[src/rtl/usb_bit_stuffer_if.sv]
// +------------------------------------------------------------------+
// | usb_bit_stuffer_if : upstream/downstream bit-stream handshake      |
// | Rev 1.0                                                          |
// +------------------------------------------------------------------+
`default_nettype none

interface usb_bit_stuffer_if;
  logic in_bit;
  logic in_last;
  logic in_valid;
  logic in_ready;
  logic out_bit;
  logic out_last;
  logic out_stuffed;
  logic out_valid;
  logic out_ready;

  modport master (
    output in_bit, in_last, in_valid, out_ready,
    input  in_ready, out_bit, out_last, out_stuffed, out_valid
  );

  modport slave (
    input  in_bit, in_last, in_valid, out_ready,
    output in_ready, out_bit, out_last, out_stuffed, out_valid
  );
endinterface

`default_nettype wire

[src/rtl/usb_bit_stuffer.sv]
// +------------------------------------------------------------------+
// | usb_bit_stuffer : FIFO-buffered USB bit stuffer, optional NRZI     |
// | Optional feature macro: USB_NRZI_EN                              |
// | Rev 1.0                                                          |
// +------------------------------------------------------------------+
`default_nettype none

module usb_bit_stuffer #(
  parameter int RUN_LEN = 6,
  parameter int DEPTH   = 16
) (
  input  logic              clk,
  input  logic              rst_b,
  usb_bit_stuffer_if.slave  bus
);

  localparam int PTR_W = $clog2(DEPTH);
  localparam int CNT_W = PTR_W + 1;

  localparam logic [0:0]       c_st_pass  = 1'b0;
  localparam logic [0:0]       c_st_stuff = 1'b1;
  localparam logic [3:0]       c_run_len  = 4'(RUN_LEN);
  localparam logic [CNT_W-1:0] c_depth    = CNT_W'(DEPTH);

  // Each entry holds {bit, last}
  logic [1:0]       mem_q [DEPTH];
  logic [PTR_W-1:0] wr_ptr_q;
  logic [PTR_W-1:0] rd_ptr_q;
  logic [CNT_W-1:0] cnt_q;
  logic [0:0]       state_q, state_d;
  logic [3:0]       run_q, run_d;
  logic             pend_last_q, pend_last_d;

  logic       w_full;
  logic       w_empty;
  logic       w_push;
  logic       w_pop;
  logic       w_fire;
  logic [1:0] w_head;
  logic [3:0] w_run_inc;
  logic       w_trig;
  logic       w_logic;
  logic       w_valid;
  logic       w_last;

  assign w_full    = (cnt_q == c_depth);
  assign w_empty   = (cnt_q == '0);
  assign w_head    = mem_q[rd_ptr_q];
  assign w_run_inc = run_q + 4'd1;
  assign w_push    = bus.in_valid & ~w_full;

  // A data 1 that completes the run defers its last flag to the stuff beat
  assign w_trig  = (state_q == c_st_pass) & ~w_empty & w_head[1] & (w_run_inc == c_run_len);
  assign w_valid = (state_q == c_st_pass) ? ~w_empty : 1'b1;
  assign w_logic = (state_q == c_st_pass) & ~w_empty & w_head[1];
  assign w_last  = (state_q == c_st_pass) ? (~w_empty & w_head[0] & ~w_trig) : pend_last_q;
  assign w_fire  = w_valid & bus.out_ready;
  assign w_pop   = w_fire & (state_q == c_st_pass);

  assign bus.in_ready    = ~w_full;
  assign bus.out_valid   = w_valid;
  assign bus.out_last    = w_last;
  assign bus.out_stuffed = (state_q == c_st_stuff);

  always_comb begin
    state_d     = state_q;
    run_d       = run_q;
    pend_last_d = pend_last_q;
    if (w_fire) begin
      if (state_q == c_st_stuff) begin
        state_d     = c_st_pass;
        run_d       = 4'd0;
        pend_last_d = 1'b0;
      end else if (w_logic) begin
        if (w_trig) begin
          state_d     = c_st_stuff;
          run_d       = w_run_inc;
          pend_last_d = w_head[0];
        end else if (w_head[0]) begin
          run_d = 4'd0;
        end else begin
          run_d = w_run_inc;
        end
      end else begin
        run_d = 4'd0;
      end
    end
  end

  always_ff @(posedge clk) begin
    if (w_push) begin
      mem_q[wr_ptr_q] <= {bus.in_bit, bus.in_last};
    end
  end

  always_ff @(posedge clk) begin
    if (rst_b) begin
      wr_ptr_q    <= '0;
      rd_ptr_q    <= '0;
      cnt_q       <= '0;
      state_q     <= c_st_pass;
      run_q       <= 4'd0;
      pend_last_q <= 1'b0;
    end else begin
      state_q     <= state_d;
      run_q       <= run_d;
      pend_last_q <= pend_last_d;
      if (w_push) begin
        wr_ptr_q <= wr_ptr_q + 1'b1;
      end
      if (w_pop) begin
        rd_ptr_q <= rd_ptr_q + 1'b1;
      end
      if (w_push && !w_pop) begin
        cnt_q <= cnt_q + 1'b1;
      end else if (!w_push && w_pop) begin
        cnt_q <= cnt_q - 1'b1;
      end
    end
  end

`ifdef USB_NRZI_EN
  logic level_q;
  logic w_level_next;

  // Line level after this beat: a 0 toggles, a 1 holds
  assign w_level_next = w_logic ? level_q : ~level_q;
  assign bus.out_bit  = w_valid ? w_level_next : level_q;

  always_ff @(posedge clk) begin
    if (rst_b) begin
      level_q <= 1'b1;
    end else if (w_fire) begin
      level_q <= w_last ? 1'b1 : w_level_next;
    end
  end
`else
  assign bus.out_bit = w_logic;
`endif

endmodule

`default_nettype wire

[src/flat_wrapper.sv]
// flat-port wrapper written by rule: the top's interface ports become plain ports
module usb_bit_stuffer_flat 
#(
  parameter int RUN_LEN = 6,
  parameter int DEPTH   = 16
)
  (clk, rst_b, bus_in_bit, bus_in_last, bus_in_valid, bus_out_ready, bus_in_ready, bus_out_bit, bus_out_last, bus_out_stuffed, bus_out_valid);
  usb_bit_stuffer_if bus_i ();
  input  logic clk;
  input  logic rst_b;
  input wire logic [$bits(bus_i.in_bit)-1:0] bus_in_bit;
  input wire logic [$bits(bus_i.in_last)-1:0] bus_in_last;
  input wire logic [$bits(bus_i.in_valid)-1:0] bus_in_valid;
  input wire logic [$bits(bus_i.out_ready)-1:0] bus_out_ready;
  output wire logic [$bits(bus_i.in_ready)-1:0] bus_in_ready;
  output wire logic [$bits(bus_i.out_bit)-1:0] bus_out_bit;
  output wire logic [$bits(bus_i.out_last)-1:0] bus_out_last;
  output wire logic [$bits(bus_i.out_stuffed)-1:0] bus_out_stuffed;
  output wire logic [$bits(bus_i.out_valid)-1:0] bus_out_valid;
  assign bus_i.in_bit = bus_in_bit;
  assign bus_i.in_last = bus_in_last;
  assign bus_i.in_valid = bus_in_valid;
  assign bus_i.out_ready = bus_out_ready;
  assign bus_in_ready = bus_i.in_ready;
  assign bus_out_bit = bus_i.out_bit;
  assign bus_out_last = bus_i.out_last;
  assign bus_out_stuffed = bus_i.out_stuffed;
  assign bus_out_valid = bus_i.out_valid;
  usb_bit_stuffer #(.RUN_LEN(RUN_LEN), .DEPTH(DEPTH)) u_core (.clk(clk), .rst_b(rst_b), .bus(bus_i));
endmodule
[config.mk]
export PLATFORM = sky130hd
export DESIGN_NAME = usb_bit_stuffer_flat
export DESIGN_NICKNAME = d
export VERILOG_FILES = /design/src/rtl/usb_bit_stuffer_if.sv /design/src/rtl/usb_bit_stuffer.sv /design/src/flat_wrapper.sv
export SDC_FILE = /design/constraint.sdc
export NUM_CORES = 1
export LEC_CHECK = 0
export ABC_CLOCK_PERIOD_IN_PS = 7200
export BUFFER_PORTS_ARGS = -buffer_cell sky130_fd_sc_hd__buf_4
export CAP_MARGIN = 5
export CELL_PAD_IN_SITES_DETAIL_PLACEMENT = 0
export CELL_PAD_IN_SITES_GLOBAL_PLACEMENT = 2
export CORE_MARGIN = 2
export CORE_UTILIZATION = 45
export CTS_CLUSTER_SIZE = 16
export DETAILED_ROUTE_END_ITERATION = 7
export MAX_ROUTING_LAYER = met4
export PLACE_DENSITY = 0.83
export SYNTH_ARGS = -nofsm -noshare
export SYNTH_HDL_FRONTEND = slang
export SYNTH_SLANG_ARGS = --single-unit
[constraint.sdc]
create_clock -name clk -period 7.2 [get_ports clk]
set_input_delay 1.44 -clock clk [delete_from_list [all_inputs] [get_ports clk]]
set_output_delay 1.44 -clock clk [all_outputs]
set_load 0.03 [all_outputs]
Yosys cells after proc, flatten, opt, wreduce, memory -nomap -nowiden
Memories as Yosys holds them, arrays and structs flattened. A register that Yosys moved wholly into a read port is not among the register bits. Index checks and enable logic that the tools add are counted.

Bitwise logic cells: 12. Reductions and logical operators: 9. Order comparisons: 0. Multiplexer cells: 18. $add $sub $neg: 5. Shift-type cells: 0. Equal/unequal tests: 2. $mul: 0. Divide/modulo/power cells: 0.

Operators by type and width (number): $mux 4 (6); $add 4x1->4 const B (3); $mux 1 (10); $mux 5 (2); $and 1x1->1 (8); $reduce_bool 2->1 (3); $add 5x1->5 const B (1); $eq 5x5->1 const B (1); $logic_not 5->1 (1); $sub 5x1->5 const B (1); $eq 4x3->1 const B (1); $not 1->1 (4); $reduce_and 3->1 (1); $logic_and 1x1->1 (2); $logic_not 1->1 (2).

Word-level logic and storage cells: 53. Memory bits (read-only): 0. Bits in latches: 0. Memories: 1. RAM bits: 32. Output and inout bits: 5. Register bits after elaboration: 19. Input bits: 6.

Memories: u_core.mem_q (depth 16, width 2, read ports 1, clocked after memory_dff 1, write ports 1, line usb_bit_stuffer.sv:26) `logic [1:0] mem_q [DEPTH];`.

Depth between registers and ports, before layout
Gate-level depths: netlist of the first run.

Depth in word-level cells: 8. Depth in mapped cells: 14. Gate-level depth less buffers: 13.

Worst setup path before layout of the first run
No wires, ideal clock.

Path kind: reg2out. Start: register (tool-made name). End: output port bus_out_last. Arrival time: 2.089 ns. Path buffers: 1. Cell stages (with the launch flop): 7. Data required time: 5.760 ns. Setup slack: 3.671 ns. Cells stage by stage: dfxtp_1 > buf_6 > mux4_2 > nor2b_1 > o32a_1 > and3_1 > o21ai_1.

RTL lines: end: declaration (line flat_wrapper.sv:17) `output wire logic [$bits(bus_i.out_last)-1:0] bus_out_last;`.

==> results of run 1 <==
-- cell families after synthesis --
group                      synth area share [%]
AOI/OAI and AO/OA                          6.13
xor gates and xnor gates                   3.83
muxes                                      9.26
and+or+nand+nor                            13.7
buffers and inverters                      3.68
adders and majority gates                  6.77
DFF                                        56.6
-- layout make-up --
type | count | share of cell area [%]
flip-flops and latches | 55 | 52.2
well taps | 72 | 3.31
repair buffers | 10 | 2.76
multi-input cells | 136 | 36.7
clock buffers | 5 | 2.53
clock inverters | 3 | 0.828
inverters | 12 | 1.66
-- worst paths after layout --
path,from,endpoint,slack (ns),cells after the start
min,u_core.pend_last_q,u_core.pend_last_q,0.51,2
max,register,bus_out_last,3.22,6
min reg2reg,u_core.pend_last_q,u_core.pend_last_q,0.51,2
max reg2reg,u_core.cnt_q[0],u_core.cnt_q[4],3.95,13
-- Yosys cell counts, types with 2 or more instances --
cell | n | share of area, %
nor3_1 | 4 | 0.80
nand3_1 | 3 | 0.60
edfxtp_1 | 32 | 38
a21boi_1 | 2 | 0.60
nand2_1 | 16 | 2.4
clkbuf_1 | 4 | 0.60
buf_2 | 2 | 0.40
and2_1 | 5 | 1.2
mux2i_1 | 6 | 2.4
inv_1 | 11 | 1.6
mux4_2 | 6 | 5.4
xor2_1 | 6 | 2.1
nor2_1 | 31 | 4.6
ha_1 | 12 | 6.0
nor2b_1 | 2 | 0.50
a21oi_1 | 10 | 2.0
dfxtp_1 | 23 | 18
xnor2_1 | 5 | 1.7
nand2b_1 | 6 | 1.5
nand4_1 | 3 | 0.75
-- worst register-to-register path, cell delays in order, from the launching register on --
cell and delay [ns]:
dfxtp_1 0.36, nor4_1 0.57, a21oi_1 0.22, and2_1 0.31, inv_1 0.10, ha_1 0.21, inv_1 0.11, ha_1 0.29
nor2b_1 0.14, o21a_1 0.17, or3_1 0.30, a21oi_1 0.18, xnor2_1 0.13, nor2_1 0.05
-- metal layers --
layer | up-vias | track usage (%) | share of wire, %
met4 | 0 | 6.84 | 2.8
met1 | 738 | 21.6 | 48
met5 | - | - | 0
met3 | 9 | 3.52 | 2.9
met2 | 21 | 24.6 | 46
li1 | 759 | - | -
-- sequential cells by signal, summed over array words and instances (netlist names), named ones only --
name and flops:
u_core.mem_q 32, u_core.cnt_q 5, u_core.rd_ptr_q 4, u_core.run_q 4
u_core.wr_ptr_q 4, u_core.bus.out_stuffed 1, u_core.pend_last_q 1
-- where the power goes --
| group | internal [mW] | switching [mW] | total [mW] |
|---|---|---|---|
| combinational | 0.153 | 0.190 | 0.342 |
| sequential | 0.365 | 0.0397 | 0.405 |
| clock | 0.0699 | 0.100 | 0.170 |
| total | 0.587 | 0.330 | 0.917 |
-- per-stage QoR --
stage	power [mW]	worst slack, ns	hold WS [ns]	area (um2)
floorplan	0.676	3.67	0.464	2510
global placement	0.743	3.55	0.485	2630
detailed placement	0.757	3.52	0.499	2630
CTS	0.929	3.18	0.519	2720
global route	0.985	3.05	0.560	2720
finish	0.917	3.22	0.511	2720
==> results.sh, run 1 <==
export IMPL_rows=27
export IMPL_die_h_um=78.7
export IMPL_cts_hold_buffers_added=0
export IMPL_stdcell_count=293
export IMPL_slowest_stage="dfxtp_1"
export IMPL_fin_skew_ns=0.00967
export IMPL_portBuffers=10
export IMPL_grt_max_degree=20
export IMPL_finish_utilization_pct=50.0
export IMPL_vias_per_cell=5.21
export IMPL_crit_family="flip-flops"
export IMPL_syn_num_nets=231
export IMPL_place_gp_congestion=0.743
export IMPL_rsz0062_at_grt="false"
export IMPL_yosysWarnings=0
export IMPL_cts_sinks=55
export IMPL_syn_mean_instance_area_um2=11.9
export IMPL_clk_root_buffer_cell="clkbuf_8"
export IMPL_worstSetupStartpointType="register"
export IMPL_place_inst=285
export IMPL_fin_crit_ns=3.98
export IMPL_grt_pass1_wl_um=7500
export IMPL_async_flop_share_pct=0
export IMPL_coreArea_um2=5440
export IMPL_relSlewSlack_pct=59.7
export IMPL_critPathKind="reg2out"
export IMPL_dieArea_um2=6200
export IMPL_final_cell_mix="32 x edfxtp_1, 31 x nor2_1, 23 x dfxtp_1, 16 x nand2_1, 12 x ha_1"
export IMPL_htreeDepth=2
export IMPL_netlist_area_um2=2510
export IMPL_tritoncts="yes"
export IMPL_max_cap_violations=0
export IMPL_drc=0
export IMPL_synth_cells=212
export IMPL_drt_wirelength_per_cell_um=14.8
export IMPL_hpwl_um=3130
export IMPL_cts_setup_buffers=0
export IMPL_antenna_found_initial=0
export IMPL_fillers=481
export IMPL_synth_edf_count=32
export IMPL_layout_commonest_cell="edfxtp_1"
export IMPL_cts_made_buffers=5
export IMPL_die_w_um=78.7
export IMPL_register_area_um2=1420
export IMPL_dr_first_iter_drc_count=150
export IMPL_finalSetupTns_ns=0
export IMPL_hold_path_class="reg2reg"
export IMPL_clkTransAtPathRegs_ns=0.09
export IMPL_worstMarginPinSlew_ns=0.599
export IMPL_leakagePower_nw=0.976
export IMPL_drive_gt1_share_pct=12.2
export IMPL_layout_nets=239
export IMPL_peakVddDrop_mv=0.206
export IMPL_power_density_nw_per_um2=337
export IMPL_setup_violations=0
export IMPL_multiInputGateArea_um2=998
export IMPL_groute_usage_overall_pct=16.3
export IMPL_start_util_pct=46.2
export IMPL_path_buf_inv=1
export IMPL_area_growth_pct=8.32
export IMPL_synth_main_ff_cell="edfxtp_1"
export IMPL_grt_pass1_vias=1563
export IMPL_crit_chain="mux4_2 > nor2b_1 > o32a_1 > and3_1 > o21ai_1 > buf_4"
export IMPL_clock_latency_ns=0.31
export IMPL_ys_seq_area_share_pct=56.6
export IMPL_ys_types=43
export IMPL_drv_slew=0
export IMPL_antenna_left=0
export IMPL_cp_required_ns=5.76
export IMPL_end_kind="output port"
export IMPL_clockBufferDepth=2
export IMPL_antenna_cells=0
export IMPL_finalCritPeriodShare_pct=55.2
export IMPL_wl_um=4320
export IMPL_pin_count=11
export IMPL_cp_max_fo=10
export IMPL_routed_via_count=1527
export IMPL_drtPass1Iterations=4
export IMPL_finalHoldViolations=0
export IMPL_outcome="completed"
export IMPL_ys_seq_elements=55
export IMPL_cp_data_arrival_time_ns=2.54
export IMPL_grt_overflow=0
export IMPL_critPathMaxStageDelay_ns=0.64
export IMPL_post_cts_resized=0
export IMPL_timing_fmax_mhz=251
Note: power is estimated with default switching activity, not from simulation.
==> inputs of run 2 (changes only) <==
--- a/config.mk
+++ b/config.mk
@@ -5,17 +5,17 @@
 export SDC_FILE = /design/constraint.sdc
 export NUM_CORES = 1
 export LEC_CHECK = 0
-export ABC_CLOCK_PERIOD_IN_PS = 7200
+export ABC_CLOCK_PERIOD_IN_PS = 3300
 export BUFFER_PORTS_ARGS = -buffer_cell sky130_fd_sc_hd__buf_4
 export CAP_MARGIN = 5
 export CELL_PAD_IN_SITES_DETAIL_PLACEMENT = 0
 export CELL_PAD_IN_SITES_GLOBAL_PLACEMENT = 2
 export CORE_MARGIN = 2
-export CORE_UTILIZATION = 45
+export CORE_UTILIZATION = 37
 export CTS_CLUSTER_SIZE = 16
 export DETAILED_ROUTE_END_ITERATION = 7
 export MAX_ROUTING_LAYER = met4
-export PLACE_DENSITY = 0.83
+export PLACE_DENSITY = 0.73
 export SYNTH_ARGS = -nofsm -noshare
 export SYNTH_HDL_FRONTEND = slang
 export SYNTH_SLANG_ARGS = --single-unit
==> constraint.sdc (replaced) <==
create_clock -name clk -period 3.3 [get_ports clk]
set_input_delay 0.66 -clock clk [delete_from_list [all_inputs] [get_ports clk]]
set_output_delay 0.66 -clock clk [all_outputs]
set_load 0.03 [all_outputs]
==> run 2 against run 1 <==
  * Clock skew decreased by 0.0036 ns
  * Clock power increased by 110%
  * Hold slack improved by 0.0021 ns
  * Flip-flop and latch count unchanged
  * Sequential share of layout area decreased by 0.45 points
  * Largest cell class unchanged
==> results.sh, run 2 (same netlist as run 1, synthesis figures left out) <==
export IMPL_drc=0
export IMPL_largest_reg_flops=32
export IMPL_outcome="completed"
export IMPL_reg2reg_from="u_core.cnt_q[0]"
export IMPL_dr_first_iter_drc_count=72
export IMPL_grt_pass1_wl_um=7310
export IMPL_finalHoldViolations=0
export IMPL_die_w_um=86.4
export IMPL_leakagePower_nw=0.982
export IMPL_coreArea_um2=6680
export IMPL_use_met1_pct=17.9
export IMPL_start_util_pct=37.6
export IMPL_stdcell_count=304
export IMPL_crit_family="compound AO/OA/AOI/OAI gates"
export IMPL_holdPathStages=2
export IMPL_cp_max_fo=10
export IMPL_hold_path_class="reg2reg"
export IMPL_drv_slew=0
export IMPL_holdPathEnd="u_core.pend_last_q"
export IMPL_place_inst=296
export IMPL_grt_pass1_vias=1487
export IMPL_register_area_um2=1420
export IMPL_tritoncts="yes"
export IMPL_area_growth_pct=9.36
export IMPL_antenna_found_initial=0
export IMPL_power_density_nw_per_um2=727
export IMPL_antenna_cells=0
export IMPL_drive_gt1_share_pct=12.9
export IMPL_critPathMaxStageDelay_ns=0.52
export IMPL_biggestRegsByFlops="u_core.mem_q: 32 flops, u_core.cnt_q: 5 flops"
export IMPL_fin_crit_ns=3.04
export IMPL_path_buf_inv=1
export IMPL_routed_via_count=1484
export IMPL_relSlewSlack_pct=72.0
export IMPL_critPathKind="reg2out"
export IMPL_max_cap_violations=0
export IMPL_multiInputGateArea_um2=998
export IMPL_clockBufferDepth=2
export IMPL_r2r_end="u_core.cnt_q[4]"
export IMPL_finalSetupTns_ns=0
export IMPL_portBuffers=10
export IMPL_place_gp_congestion=0.760
export IMPL_dieArea_um2=7470
export IMPL_pin_count=11
export IMPL_cp_data_arrival_time_ns=2.38
export IMPL_cts_made_buffers=5
export IMPL_setup_violations=0
export IMPL_vias_per_cell=4.88
export IMPL_grt_overflow=0
export IMPL_r2r_cells=13
export IMPL_htreeDepth=2
export IMPL_cts_sinks=55
export IMPL_layout_nets=242
export IMPL_finalCritPeriodShare_pct=92.3
export IMPL_drt_wirelength_per_cell_um=14.0
export IMPL_antenna_left=0
export IMPL_drtPass1Iterations=6
export IMPL_worstMarginPinSlew_ns=0.417
export IMPL_fin_skew_ns=0.00611
export IMPL_fin_hold_ws_ns=0.513
export IMPL_worstSetupStartpointType="register"
export IMPL_met2_usage_pct=19.2
export IMPL_crit_chain="mux4_2 > nor2b_1 > o32a_1 > and3_1 > o21ai_1 > buf_4"
export IMPL_layout_commonest_cell="edfxtp_1"
export IMPL_hpwl_um=3070
export IMPL_slowest_stage="mux4_2"
export IMPL_hold_start="u_core.pend_last_q"
export IMPL_cts_hold_buffers_added=0
export IMPL_fillers=651
export IMPL_cp_required_ns=2.64
export IMPL_rows=30
export IMPL_cp_num_cells=6
export IMPL_grt_busiest_layer="met2"
export IMPL_timing_fmax_mhz=328
export IMPL_peakVddDrop_mv=0.452
export IMPL_wl_um=4260
export IMPL_ff2ff_setup_slack_ns=0.41
export IMPL_groute_usage_overall_pct=13.1
export IMPL_clkTransAtPathRegs_ns=0.09
export IMPL_use_met3_pct=2.86
export IMPL_clk_root_buffer_cell="clkbuf_8"
export IMPL_regMostFlops="u_core.mem_q"
export IMPL_grt_max_degree=20
export IMPL_final_cell_mix="32 x edfxtp_1, 31 x nor2_1, 22 x dfxtp_1, 16 x nand2_1, 13 x buf_4"
export IMPL_end_kind="output port"
export IMPL_clock_latency_ns=0.31
export IMPL_rsz0062_at_grt="false"
export IMPL_die_h_um=86.4
run 2: cell types whose count changed in the layout (fill, tap and decap cells not counted), sizes merged:
cell and change:
inv -1, clkinvlp +1, buf +3
run 2: report_power, final:
group	switching [mW]	internal, mW	total, mW
Sequential	0.0849	0.797	0.882
Combinational	0.409	0.354	0.762
Clock	0.207	0.145	0.351
Total	0.700	1.30	2.00
run 2: how the worst max path moves through the flow:
stage                                from  slack [ns]              end
after CTS                        register        0.03     bus_out_last
after global placement           register        0.42     bus_out_last
final                            register        0.26     bus_out_last
after global routing      u_core.cnt_q[0]        0.11  u_core.cnt_q[4]
after floorplan           u_core.cnt_q[0]        0.25  u_core.cnt_q[4]
after detailed placement         register        0.38     bus_out_last
run 2: routing by layer:
metal,wire (um),up-vias
li1,-,760
met1,2150,700
met2,1930,18
met3,104,6
met4,77,0
met5,0,-
run 2: area by class of cell:
| type | count | area share (%) |
|---|---|---|
| inverter | 12 | 1.64 |
| sequential | 55 | 51.8 |
| clock buffer | 5 | 2.50 |
| tap | 80 | 3.64 |
| multi-input combinational | 136 | 36.3 |
| clock inverter | 3 | 0.546 |
| timing repair buffer | 13 | 3.55 |
run 2: what timing repair did:
action	in CTS	in global routing
setup endpoints to repair	0	1
gates resized for setup	0	1
buffers inserted	0	0
run 2: per-stage QoR:
| stage | utilization, % | power [mW] | setup slack [ns] | instance area [um2] |
|---|---|---|---|---|
| 5_1_grt | 41.1 | 2.17 | 0.105 | 2750 |
| 2_1_floorplan | - | 1.48 | 0.248 | 2510 |
| 3_3_place_gp | 39.9 | 1.67 | 0.422 | 2660 |
| 6_report | 41.1 | 2.00 | 0.256 | 2750 |
| 3_5_place_dp | 39.9 | 1.68 | 0.379 | 2660 |
| 4_1_cts | 41.1 | 2.03 | 0.0299 | 2750 |
run 2: worst register-to-register path, cell delays in order, from the launching register on:
cell	delay [ns]
dfxtp_1	0.35
nor4_1	0.30
buf_4	0.17
nand2_1	0.06
and2_1	0.27
ha_1	0.28
inv_1	0.13
ha_1	0.25
nor2b_1	0.13
o21a_1	0.16
or3_1	0.30
a21oi_1	0.18
xnor2_1	0.13
nor2_1	0.05
==> inputs of run 3 (changes only) <==
--- a/config.mk
+++ b/config.mk
@@ -5,17 +5,18 @@
 export SDC_FILE = /design/constraint.sdc
 export NUM_CORES = 1
 export LEC_CHECK = 0
+export ABC_AREA = 1
 export ABC_CLOCK_PERIOD_IN_PS = 3300
 export BUFFER_PORTS_ARGS = -buffer_cell sky130_fd_sc_hd__buf_4
 export CAP_MARGIN = 5
 export CELL_PAD_IN_SITES_DETAIL_PLACEMENT = 0
 export CELL_PAD_IN_SITES_GLOBAL_PLACEMENT = 2
 export CORE_MARGIN = 2
-export CORE_UTILIZATION = 37
+export CORE_UTILIZATION = 35
 export CTS_CLUSTER_SIZE = 16
 export DETAILED_ROUTE_END_ITERATION = 7
 export MAX_ROUTING_LAYER = met4
-export PLACE_DENSITY = 0.73
+export PLACE_DENSITY_LB_ADDON = 0.1
 export SYNTH_ARGS = -nofsm -noshare
 export SYNTH_HDL_FRONTEND = slang
 export SYNTH_SLANG_ARGS = --single-unit
==> run 3 against run 2 <==
  * Sequential power hardly changed
  * Combinational power rose by 9.3%
  * Hold slack got worse by 0.022 ns
  * Non-clock buffer count decreased by 2
  * Critical path depth is 4 higher
  * Utilization shrank 2.2 points
  * Critical path type unchanged
  * Largest cell class unchanged
  * Highest routed layer unchanged
==> results.sh, run 3 <==
export IMPL_relSlewSlack_pct=58.9
export IMPL_vias_per_cell=4.41
export IMPL_drtPass1Iterations=4
export IMPL_tritoncts="yes"
export IMPL_grt_pass1_wl_um=9360
export IMPL_die_w_um=92.0
export IMPL_htreeDepth=2
export IMPL_cts_made_buffers=5
export IMPL_clkTransAtPathRegs_ns=0.09
export IMPL_critPathMaxStageDelay_ns=0.72
export IMPL_groute_usage_overall_pct=14.6
export IMPL_biggestRegsByFlops="u_core.mem_q: 32 flops, u_core.cnt_q: 5 flops"
export IMPL_synth_edf_count=32
export IMPL_synth_common_cells="70 x nand2_1, 42 x inv_1, 32 x edfxtp_1"
export IMPL_grt_max_degree=17
export IMPL_fin_skew_ns=0.00504
export IMPL_drive_gt1_share_pct=15.5
export IMPL_drt_wirelength_per_cell_um=12.5
export IMPL_ys_types=29
export IMPL_worstSetupStartpointType="register"
export IMPL_grt_overflow=0
export IMPL_synth_main_ff_cell="edfxtp_1"
export IMPL_layout_commonest_cell="nand2_1"
export IMPL_netSwitchingPower_mw=0.824
export IMPL_cpMostUsedCell="nand3_1"
export IMPL_finalHoldViolations=0
export IMPL_cts_hold_buffers_added=0
export IMPL_post_cts_resized=0
export IMPL_end_kind="output port"
export IMPL_layout_nets=334
export IMPL_cts_setup_buffers=0
export IMPL_clock_latency_ns=0.30
export IMPL_synth_cells=303
export IMPL_netlist_area_um2=2710
export IMPL_outcome="completed"
export IMPL_place_gp_congestion=0.771
export IMPL_fillers=811
export IMPL_finalSetupTns_ns=0
export IMPL_peakVddDrop_mv=0.308
export IMPL_regMostFlops="u_core.mem_q"
export IMPL_wl_um=5250
export IMPL_clockBufferDepth=2
export IMPL_max_cap_violations=0
export IMPL_leakagePower_nw=1.23
export IMPL_crit_chain="inv_4 > nand2_1 > nand3_1 > nand3_1 > nand3_1 > nand2_2 > nand3_2 > nand2_2 > o21ai_1 > buf_4"
export IMPL_antenna_found_initial=0
export IMPL_reg2reg_from="u_core.cnt_q[0]"
export IMPL_r2r_end="u_core.cnt_q[4]"
export IMPL_met2_length_um=2420
export IMPL_drc=0
export IMPL_dr_first_iter_drc_count=92
export IMPL_slowest_stage="dfxtp_1"
export IMPL_coreArea_um2=7610
export IMPL_place_ws_ns=0.509
export IMPL_finalCritPeriodShare_pct=86.1
export IMPL_worstMarginPinSlew_ns=0.615
export IMPL_die_h_um=92.0
export IMPL_yosys_top_cells_area="edfxtp_1 35%, dfxtp_1 17%, nand2_1 9.7%"
export IMPL_clk_root_buffer_cell="clkbuf_8"
export IMPL_critPathKind="reg2out"
export IMPL_routed_via_count=1845
export IMPL_synth_top_cell_by_area="edfxtp_1"
export IMPL_endpoint="bus_out_last"
export IMPL_r2r_cells=17
export IMPL_synth_top_cell_area_share_pct=35.4
export IMPL_hpwl_um=3870
export IMPL_antenna_cells=0
export IMPL_drt_met1_wl_um=2620
export IMPL_switching_share_pct=39.8
export IMPL_cp_data_arrival_time_ns=2.18
export IMPL_antenna_left=0
export IMPL_wl_met3_um=104
export IMPL_cp_required_ns=2.64
export IMPL_ys_seq_area_share_pct=52.4
export IMPL_synth_most_common_cell="nand2_1"
export IMPL_internal_power_mw=1.24
export IMPL_yosysWarnings=0
export IMPL_start_util_pct=35.6
export IMPL_rows=32
export IMPL_setup_ws_ns=0.458
export IMPL_power_density_nw_per_um2=699
export IMPL_pwr_share_comb_pct=40.3
export IMPL_largest_reg_flops=32
export IMPL_grt_pass1_vias=1914
export IMPL_portBuffers=10
export IMPL_area_growth_pct=9.14
export IMPL_hold_path_class="reg2reg"
export IMPL_final_cell_mix="70 x nand2_1, 42 x inv_1, 32 x edfxtp_1, 24 x nor2_1, 23 x dfxtp_1"
export IMPL_fin_crit_ns=2.84
export IMPL_cts_sinks=55
export IMPL_routed_top_layer="met4"
export IMPL_rsz0062_at_grt="false"
export IMPL_async_flop_share_pct=0
export IMPL_pin_count=11
export IMPL_stdcell_count=418
export IMPL_cp_max_fo=16
export IMPL_drv_slew=0
export IMPL_syn_mean_instance_area_um2=8.95
export IMPL_ys_seq_elements=55
export IMPL_dieArea_um2=8470
export IMPL_timing_fmax_mhz=352
export IMPL_power_share_clock_pct=17.0
export IMPL_setup_violations=0
export IMPL_syn_num_nets=322
export IMPL_ff2ff_setup_slack_ns=0.52
export IMPL_place_inst=410
export IMPL_pwr_share_seq_pct=42.8
-- run 3: changes by cell type after synthesis, sizes merged, moves of 5 or more --
cell,delta
nand2b,-6
a21oi,+10
nand3,+27
nor2,-5
mux2i,-6
mux4,-7
and2,-5
o21ai,+12
inv,+40
nand2,+61
-- run 3: stage by stage --
stage	cell area (um2)	hold WS (ns)	power, mW	util [%]
after detailed placement	2880	0.475	1.75	37.8
after CTS	2960	0.493	2.10	38.9
after global routing	2960	0.533	2.26	38.9
final	2960	0.491	2.07	38.9
after floorplan	2710	0.442	1.54	-
after global placement	2880	0.470	1.76	37.8
-- run 3: cell families (layout without fill, tap and decap cells) --
| logic type | after synthesis | count (layout) | synth area share (%) |
|---|---|---|---|
| buffers and inverters | 57 | 70 | 8.72 |
| flip-flops | 55 | 55 | 52.4 |
| AO/OA/AOI/OAI | 35 | 35 | 7.25 |
| AND/OR/NAND/NOR | 138 | 138 | 23.7 |
| XOR/XNOR | 5 | 5 | 1.62 |
| adder cells (fa/ha/maj) | 13 | 13 | 6.28 |
-- run 3: routing by layer --
metal	up-vias	GRT usage, %
li1	992	-
met1	832	18.8
met2	13	23.1
met3	8	2.79
met4	0	5.22
met5	-	-
-- run 3: worst min-delay path by stage --
| stage | startpoint | endpoint | slack [ns] | cells after the start |
|---|---|---|---|---|
| after CTS | u_core.run_q[3] | u_core.run_q[3] | 0.49 | 2 |
| final | u_core.run_q[3] | u_core.run_q[3] | 0.49 | 2 |
| after global placement | u_core.run_q[3] | u_core.run_q[3] | 0.47 | 2 |
| after global routing | u_core.run_q[3] | u_core.run_q[3] | 0.53 | 2 |
| after floorplan | u_core.rd_ptr_q[2] | register | 0.44 | 1 |
| after detailed placement | u_core.rd_ptr_q[2] | u_core.rd_ptr_q[2] | 0.48 | 1 |
-- run 3: final cells by class --
cell class,count,area (um2),share of cell area [%]
multi-input combinational,191,1050,35.6
clock buffer,8,80.1,2.71
tap,102,128,4.31
sequential,55,1420,48.0
inverter,51,194,6.55
timing repair buffer,11,82.6,2.79
-- run 3: critical path: cells and delay by family (launching register included) --
family	cells	cell delay (ns)
DFF	1	0.72
buffers and inverters	2	0.37
AOI/OAI and AO/OA	1	0.06
and+or+nand+nor	7	0.72
-- run 3: power groups by stage --
stage	registers (mW)	logic (mW)	clock network [mW]
finish	0.884	0.833	0.351
global route	0.901	0.966	0.396
CTS	0.887	0.849	0.369
detailed placement	0.903	0.845	0
global placement	0.901	0.858	0
floorplan	0.860	0.680	0
